===== config.mk =====
export PLATFORM = sky130hd
export DESIGN_NAME = div_hilo_ctrl
export DESIGN_NICKNAME = d
export VERILOG_FILES = /design/src/rtl/div_hilo_ctrl_pkg.sv /design/src/rtl/abs_neg.sv /design/src/rtl/div_hilo_ctrl.sv
export SDC_FILE = /design/constraint.sdc
export NUM_CORES = 1
export LEC_CHECK = 0
export CAP_MARGIN = 25
export CORE_ASPECT_RATIO = 0.5
export CORE_MARGIN = 3
export CORE_UTILIZATION = 49
export DETAILED_ROUTE_END_ITERATION = 12
export GPL_TIMING_DRIVEN = 0
export PLACE_DENSITY = 0.89
export SYNTH_ARGS = -nofsm -noshare
export SYNTH_HDL_FRONTEND = slang
export SYNTH_SLANG_ARGS = --single-unit

===== constraint.sdc =====
create_clock -name Clk -period 4.15 [get_ports Clk]
set_input_delay 0.415 -clock Clk [delete_from_list [all_inputs] [get_ports Clk]]
set_output_delay 0.415 -clock Clk [all_outputs]
set_load 0.02 [all_outputs]

===== src/rtl/div_hilo_ctrl_pkg.sv =====
// Shared definitions for the HI/LO divide sequencer.
// Holds the default operand width and the sequencer state encodings.
// No logic lives here; imported by div_hilo_ctrl and abs_neg.
package div_hilo_ctrl_pkg;

    localparam int NBIT_DEF = 32;

    typedef enum logic [1:0] {
        ST_IDLE = 2'd0,
        ST_LOAD = 2'd1,
        ST_RUN  = 2'd2,
        ST_FIX  = 2'd3
    } state_t;

endpackage


===== src/rtl/abs_neg.sv =====
// Conditional two's-complement negate: Y = Neg ? -A : A.
// Purely combinational, zero latency; no handshake.
// Ports: A (value), Neg (negate select), Y (result). Used for operand
// magnitudes and for quotient/remainder sign fix-up.
module abs_neg
    import div_hilo_ctrl_pkg::*;
#(
    parameter int NBit = NBIT_DEF
) (
    input  logic [NBit-1:0] A,
    input  logic            Neg,
    output logic [NBit-1:0] Y
);

    // Wraps in NBit bits: the most negative value negates to itself.
    assign Y = Neg ? (~A + {{(NBit-1){1'b0}}, 1'b1}) : A;

endmodule


===== src/rtl/div_hilo_ctrl.sv =====
// Sequencer in front of the restoring Divider; owns architectural HI/LO.
// Latency: Start + LOAD + RUN (until DivDone) + FIX; Busy covers LOAD..FIX.
// Backpressure: Start and MTHI/MTLO writes are ignored while Busy.
// Ports: Clk/Reset (sync, active-high); Start/Signed/OpA/OpB issue a DIV(U);
// HiWe/LoWe/WData are MTHI/MTLO; Busy/Hi/Lo to the pipeline; Div* to/from
// the Divider. Build option DIV_ZERO_KEEP_EN: a zero divisor leaves HI/LO
// untouched and never raises Busy.
module div_hilo_ctrl
    import div_hilo_ctrl_pkg::*;
#(
    parameter int NBit = NBIT_DEF
) (
    input  logic            Clk,
    input  logic            Reset,
    input  logic            Start,
    input  logic            Signed,
    input  logic [NBit-1:0] OpA,
    input  logic [NBit-1:0] OpB,
    input  logic            HiWe,
    input  logic            LoWe,
    input  logic [NBit-1:0] WData,
    output logic            Busy,
    output logic [NBit-1:0] Hi,
    output logic [NBit-1:0] Lo,
    output logic            DivWork,
    output logic [NBit-1:0] DivDividend,
    output logic [NBit-1:0] DivDivisor,
    input  logic [NBit-1:0] DivQuot,
    input  logic [NBit-1:0] DivRem,
    input  logic            DivDone
);

    state_t          state;
    logic            qneg;
    logic            rneg;
    logic            launch;
    logic            a_neg;
    logic            b_neg;
    logic [NBit-1:0] a_mag;
    logic [NBit-1:0] b_mag;
    logic [NBit-1:0] lo_fix;
    logic [NBit-1:0] hi_fix;

    assign a_neg = Signed & OpA[NBit-1];
    assign b_neg = Signed & OpB[NBit-1];

`ifdef DIV_ZERO_KEEP_EN
    // A zero divisor is swallowed in IDLE so HI/LO keep their old contents.
    assign launch = Start & (OpB != '0);
`else
    assign launch = Start;
`endif

    abs_neg #(.NBit(NBit)) u_abs_a   (.A(OpA),     .Neg(a_neg), .Y(a_mag));
    abs_neg #(.NBit(NBit)) u_abs_b   (.A(OpB),     .Neg(b_neg), .Y(b_mag));
    abs_neg #(.NBit(NBit)) u_fix_quo (.A(DivQuot), .Neg(qneg),  .Y(lo_fix));
    abs_neg #(.NBit(NBit)) u_fix_rem (.A(DivRem),  .Neg(rneg),  .Y(hi_fix));

    always_ff @(posedge Clk) begin
        if (Reset) begin
            state       <= ST_IDLE;
            Busy        <= 1'b0;
            Hi          <= '0;
            Lo          <= '0;
            DivWork     <= 1'b0;
            DivDividend <= '0;
            DivDivisor  <= '0;
            qneg        <= 1'b0;
            rneg        <= 1'b0;
        end else begin
            case (state)
                ST_IDLE: begin
                    // MT writes land even alongside Start; FIX overwrites later.
                    if (HiWe) Hi <= WData;
                    if (LoWe) Lo <= WData;
                    if (launch) begin
                        DivDividend <= a_mag;
                        DivDivisor  <= b_mag;
                        qneg        <= a_neg ^ b_neg;
                        rneg        <= a_neg;
                        Busy        <= 1'b1;
                        state       <= ST_LOAD;
                    end
                end
                ST_LOAD: begin
                    // Work stayed low through LOAD so the Divider reloads.
                    DivWork <= 1'b1;
                    state   <= ST_RUN;
                end
                ST_RUN: begin
                    if (DivDone) begin
                        DivWork <= 1'b0;
                        state   <= ST_FIX;
                    end
                end
                ST_FIX: begin
                    Lo    <= lo_fix;
                    Hi    <= hi_fix;
                    Busy  <= 1'b0;
                    state <= ST_IDLE;
                end
                default: state <= ST_IDLE;
            endcase
        end
    end

endmodule


==> impl_metrics.tcl, run 1 <==
set metrics [dict create \
    dp.final_hpwl_um 28700 \
    gp_congestion 0.964 \
    port-buffer-count 295 \
    crit_path_start_kind "primary input" \
    finalMaxSlewViolations 0 \
    post_drt_wl_per_cell_um 22.8 \
    hold_viol 0 \
    syn_inst 1068 \
    end_kind "register" \
    synth_common_cells "134 x dfxtp_1, 119 x nor2_1, 103 x nand2_1" \
    placed_cells 1585 \
    syn_nets 1243 \
    required_ns 4.49 \
    grt_pass1_wl_um 55700 \
    coreArea_mm2 0.0160 \
    hold_buffers 0 \
    htreeDepth 4 \
    post_cts_buffers 0 \
    synth_cell_type_count 63 \
    initial_core_util_pct 51.9 \
    period_needed_ns 2.97 \
    grt_max_degree 17 \
    crit_family "simple AND/OR/NAND/NOR gates" \
    synth_fa_ha_area_share_pct 1.21 \
    leakage_nw 4.03 \
    timing.fmax_ghz 0.337 \
    utilization_pct 75.7 \
    drt-initial-drc-count 1433 \
    hold_class "register to register" \
    synth_edf_count 0 \
    routed_wl_um 36900 \
    worst_skew_pair.late_latency_ns 0.43 \
    grt_pass1_vias 9955 \
    setup_slack_ns 1.18 \
    skew_ns 0.0135 \
    antenna_left 0 \
    layout-drive-gt1-share_pct 3.87 \
    clk_pin_slew_worst_paths_ns 0.06 \
    n_fill_cell 1173 \
    crit_type "primary input to register" \
    critPathMaxFanout 5 \
    synth_top_area_share_pct 32.4 \
    async_flop_share_pct 0 \
    die_area_mm2 0.0186 \
    stdcell_area_mm2 0.0121 \
    synth-xor-area-share_pct 9.51 \
    synth_top_area_cell "dfxtp_1" \
    vdd_drop_max_mv 0.386 \
    cp_slowest_cell "nor3b_1" \
    p_per_area_mw_per_mm2 516 \
    outcome "finished clean" \
    tns_ns 0 \
    synth_area_mm2 0.00829 \
    synthMuxAreaShare_pct 2.63 \
    max_stage_delay_ns 0.72 \
    nets 1559 \
    post-route-period-util_pct 71.5 \
    drv_cap 0 \
    critPathArrivalTime_ns 3.31 \
    cts_buffers 17 \
    cts_tree "built" \
    setup-violations-final 0 \
    fp.dieH_um 98.0 \
    rsz0062_at_grt "no" \
    first_pass_iters 6 \
    synth-simple-area-share_pct 25.6 \
    area.growth.synth_to_final_pct 45.9 \
    io_pins 297 \
    worst_slew_pin_slew_ns 1.05 \
    final_cells 1620 \
    ctsResizeCount 0 \
    drc_errors 0 \
    synthTopCellsByArea "dfxtp_1 32%, xor2_1 5.6%, nor2_1 5.4%" \
    cts_root_buffer "clkbuf_16" \
    yosysSeqAreaShare_pct 32.4 \
    synth_compound_area_share_pct 24.4 \
    dp_slack_ns 0.915 \
    via_count 10400 \
    synthFlopType "dfxtp_1" \
    crit_chain "clkdlybuf4s50_1 -> inv_1 -> ha_1 -> nor3b_1 -> nand4_1 -> o31ai_1 -> mux2_2 -> a21oi_1" \
    die_w_um 190 \
    viasPerCell 6.42 \
    place_area_mm2 0.0115 \
    antenna_found_initial 1 \
    yosysMostFrequentCell "dfxtp_1" \
    clkSinkCount 134 \
    synth_seq_cells 134 \
    crit_buf_inv 2 \
    cts_max_path_buffers 2 \
    syn_area_per_cell_um2 7.76 \
    ys_warn_count 0 \
    globalRoute.totalOverflow 0 \
    synth_top_family_by_area "simple AND/OR/NAND/NOR gates" \
    grt.total_usage_pct 37.8 \
    rows 32 \
    timing.slew.headroom_pct 29.3 \
]
[per-layer routing]
metal	wire [um]	vias to the layer above	global-route usage, %
li1	-	4609	-
met1	14400	4889	48.6
met2	16700	758	63.4
met3	4320	142	7.86
met4	1460	0	13.2
met5	0	-	0
[layout make-up]
type                            count  area [um2]  area share, %
Timing Repair Buffer              297        2960           24.5
Clock inverter                     15         133           1.10
Tap cell                          221         277           2.29
Multi-Input combinational cell    842        5260           43.5
Clock buffer                       17         425           3.52
Sequential cell                   134        2680           22.2
Buffer                             77         298           2.46
Inverter                           15        56.3          0.466
Antenna cell                        2        5.00         0.0414
[per-stage QoR]
stage                     total power, mW  hold WS, ns
after floorplan                      3.33        0.521
after global placement               4.63        0.437
after detailed placement             4.71        0.447
after CTS                            6.17        0.456
after global routing                 6.48        0.486
final                                6.24        0.457
[report_power, final]
group | internal (mW) | leakage, nW | switching, mW | total [mW]
clock network | 0.790 | 0.265 | 0.690 | 1.48
registers | 1.64 | 1.10 | 0.246 | 1.89
logic | 1.19 | 2.66 | 1.68 | 2.88
total | 3.62 | 4.03 | 2.62 | 6.24
[worst reg2reg max path, cell delays in order, from the launching register on]
cell and delay [ns]:
dfxtp_1 0.35, inv_1 0.11, ha_1 0.16, clkbuf_1 0.39, and2_1 0.20, clkbuf_1 0.27
clkbuf_1 0.42, buf_1 0.48, nor2_1 0.11, a211oi_1 0.30
[layout by cell type, fill, tap and decap left out, types with 5 or more instances in the layout]
master           count
a211o_1             16
a211oi_1            38
a21oi_1             53
a221oi_1            11
a311oi_1            12
a31oi_1             14
and2_1               6
buf_1               13
clkbuf_1            62
clkbuf_16           17
clkdlybuf4s50_1    295
dfxtp_1            134
ha_1                 8
inv_1               14
inv_6                5
mux2_2               6
mux2i_1             15
nand2_1            103
nand2b_1            15
nand3_1             19
nand3b_1             7
nand4_1             16
nor2_1             119
nor2b_1              8
nor3_1              41
nor3b_1             11
nor4_1              24
o211ai_1             7
o21ai_0             65
o221ai_1             5
o22ai_1              6
o31ai_1             26
o41ai_1             21
or3_1               22
or4_1               17
xnor2_1             37
xor2_1              53
[logic make-up after synthesis]
kind of cell,count (synthesis)
adders and majority gates,8
xor gates and xnor gates,90
AOI/OAI and AO/OA,297
DFF,134
buffers and inverters,92
muxes,21
and+or+nand+nor,426
[state kept, by name (all words and copies together) (netlist names)]
register and count:
Busy 1, DivDivisor 32, state 2, Lo 32, rneg 1, Hi 32, DivDividend 32, qneg 1
DivWork 1
[final timing paths]
kind	from	end	slack, ns	depth (start not counted)
min reg2reg	Lo[7]	Lo[7]	0.46	2
max reg2reg	state[0]	DivDivisor[21]	1.27	9
max	DivQuot[0]	Lo[16]	1.18	8
min	Lo[7]	Lo[7]	0.46	2
No activity file was read; power rests on OpenSTA's default activity.
==> inputs of run 2 (changes only) <==
CORE_UTILIZATION = 41   (was 49)
PLACE_DENSITY = 0.8   (was 0.89)
clock period = 2.7 ns   (was 4.15 ns; I/O delays follow)
==> run 2 against run 1 <==
Sequential cell count did not move. Wire length fell by 4.5%. Combinational power rose by 53%. Hold slack got worse by 0.023 ns. Clock power rose by 62%. Cell area rose by 0.95%. Core utilization fell by 14 points. Count of clock-buffer cells in the layout did not move.
==> impl_metrics.tcl, run 2 (same netlist as run 1, synthesis figures left out) <==
set metrics [dict create \
    setup_slack_ns 0.0707 \
    hold_buffers 0 \
    max_stage_delay_ns 0.50 \
    dp_slack_ns -0.460 \
    cp_common_cell "clkbuf_1" \
    stdcell_area_mm2 0.0122 \
    crit_type "register to register" \
    dp.final_hpwl_um 27600 \
    io_pins 297 \
    crit_buf_inv 3 \
    clkSinkCount 134 \
    mostFrequentLayoutCell "clkdlybuf4s50_1" \
    rows 36 \
    skew_ns 0.00851 \
    area.growth.synth_to_final_pct 47.2 \
    antenna_found_initial 0 \
    cts_root_buffer "clkbuf_16" \
    timing.fmax_ghz 0.380 \
    hold_class "primary input to register" \
    end_kind "register" \
    htreeDepth 4 \
    grt_pass1_wl_um 53200 \
    hold_viol 0 \
    n_fill_cell 1755 \
    required_ns 2.99 \
    worst_skew_pair.late_latency_ns 0.43 \
    finalMaxSlewViolations 0 \
    crit_family "buffers and inverters" \
    cts_max_path_buffers 2 \
    drv_cap 0 \
    viasPerCell 5.95 \
    globalRoute.totalOverflow 0 \
    die_area_mm2 0.0221 \
    initial_core_util_pct 42.2 \
    critPathMaxFanout 10 \
    setup-violations-final 0 \
    post-route-period-util_pct 97.4 \
    cts_tree "built" \
    via_count 9866 \
    antenna_cells 0 \
    crit_chain "ha_1 -> clkbuf_1 -> clkbuf_1 -> clkbuf_1 -> mux2i_1 -> a211oi_1" \
    fp.dieH_um 107 \
    port-buffer-count 295 \
    die_w_um 207 \
    timing.slew.headroom_pct 42.3 \
    cts_buffers 17 \
    power_mw 9.68 \
    post_cts_buffers 0 \
    routed_wl_um 35200 \
    tns_ns 0 \
    leakage_nw 4.07 \
    p_per_area_mw_per_mm2 793 \
    worst_slew_pin_slew_ns 0.858 \
    post_drt_wl_per_cell_um 21.2 \
    vdd_drop_max_mv 0.553 \
    drt-initial-drc-count 797 \
    outcome "finished clean" \
    period_needed_ns 2.63 \
    layout-drive-gt1-share_pct 4.81 \
    first_pass_iters 6 \
    layout_common_cells "295 x clkdlybuf4s50_1, 134 x dfxtp_1, 119 x nor2_1, 103 x nand2_1, 65 x o21ai_0" \
    clk_pin_slew_worst_paths_ns 0.07 \
    grt.total_usage_pct 30.5 \
    gp_congestion 0.980 \
    grt_max_degree 17 \
    cp_slowest_cell "clkbuf_1" \
    coreArea_mm2 0.0196 \
    critPathArrivalTime_ns 2.92 \
    place_area_mm2 0.0116 \
    grt_pass1_vias 9331 \
    crit_path_start_kind "register" \
    drc_errors 0 \
    antenna_left 0 \
    nets 1555 \
]
==> run 2: cell count changes in the layout (fill, tap and decap cells not counted), moves of 3 or more <==
cell and change:
buf_1 -3, clkbuf_1 -10, clkbuf_2 +10, inv_8 -4
==> run 2: worst paths after layout <==
| check | slack, ns | depth (start not counted) | end | start |
|---|---|---|---|---|
| setup / recovery | 0.07 | 6 | Hi[14] | state[0] |
| hold / removal | 0.43 | 3 | Hi[29] | Reset |
| setup reg to reg | 0.07 | 6 | Hi[14] | state[0] |
| hold reg to reg | 0.45 | 2 | Lo[7] | Lo[7] |
==> run 2: worst min-delay path: stages <==
cell and delay, ns:
clkbuf_1 0.30, or3_1 0.18, nor4_1 0.05
==> run 2: where the power goes <==
| part | switching [mW] | total (mW) | internal, mW | leakage [nW] |
|---|---|---|---|---|
| combinational | 2.54 | 4.40 | 1.86 | 2.68 |
| sequential | 0.355 | 2.88 | 2.52 | 1.10 |
| clock | 1.02 | 2.40 | 1.38 | 0.286 |
==> run 2: final cells by class <==
type,count,area (um2),share of cell area (%)
tap,266,333,2.73
inverter,15,56.3,0.461
sequential,134,2680,22.0
clock inverter,15,164,1.34
buffer,74,299,2.45
timing repair buffer,296,2960,24.2
multi-input combinational,842,5290,43.3
clock buffer,17,425,3.48
==> run 2: metal layers <==
metal	part of all wire, %	vias to the layer above	routed length [um]	track usage [%]
met5	0	-	0	0
met4	2.7	0	944	10.2
met3	7.6	73	2680	5.66
met2	46	505	16400	50.8
met1	43	4680	15200	40.2
li1	-	4608	-	-
==> run 2: metrics by stage <==
stage | instances | hold WS (ns) | util (%)
floorplan | 1068 | 0.406 | -
global placement | 1629 | 0.441 | 59.0
detailed placement | 1629 | 0.448 | 59.0
CTS | 1661 | 0.395 | 62.0
global route | 1659 | 0.478 | 62.2
finish | 1659 | 0.434 | 62.2
==> run 2: what timing repair did <==
action / CTS / global route
endpoints found under the setup margin: 32 / 62
gates cloned: 0 / 0
resized for setup: 3 / 18
pin swaps: 0 / 0
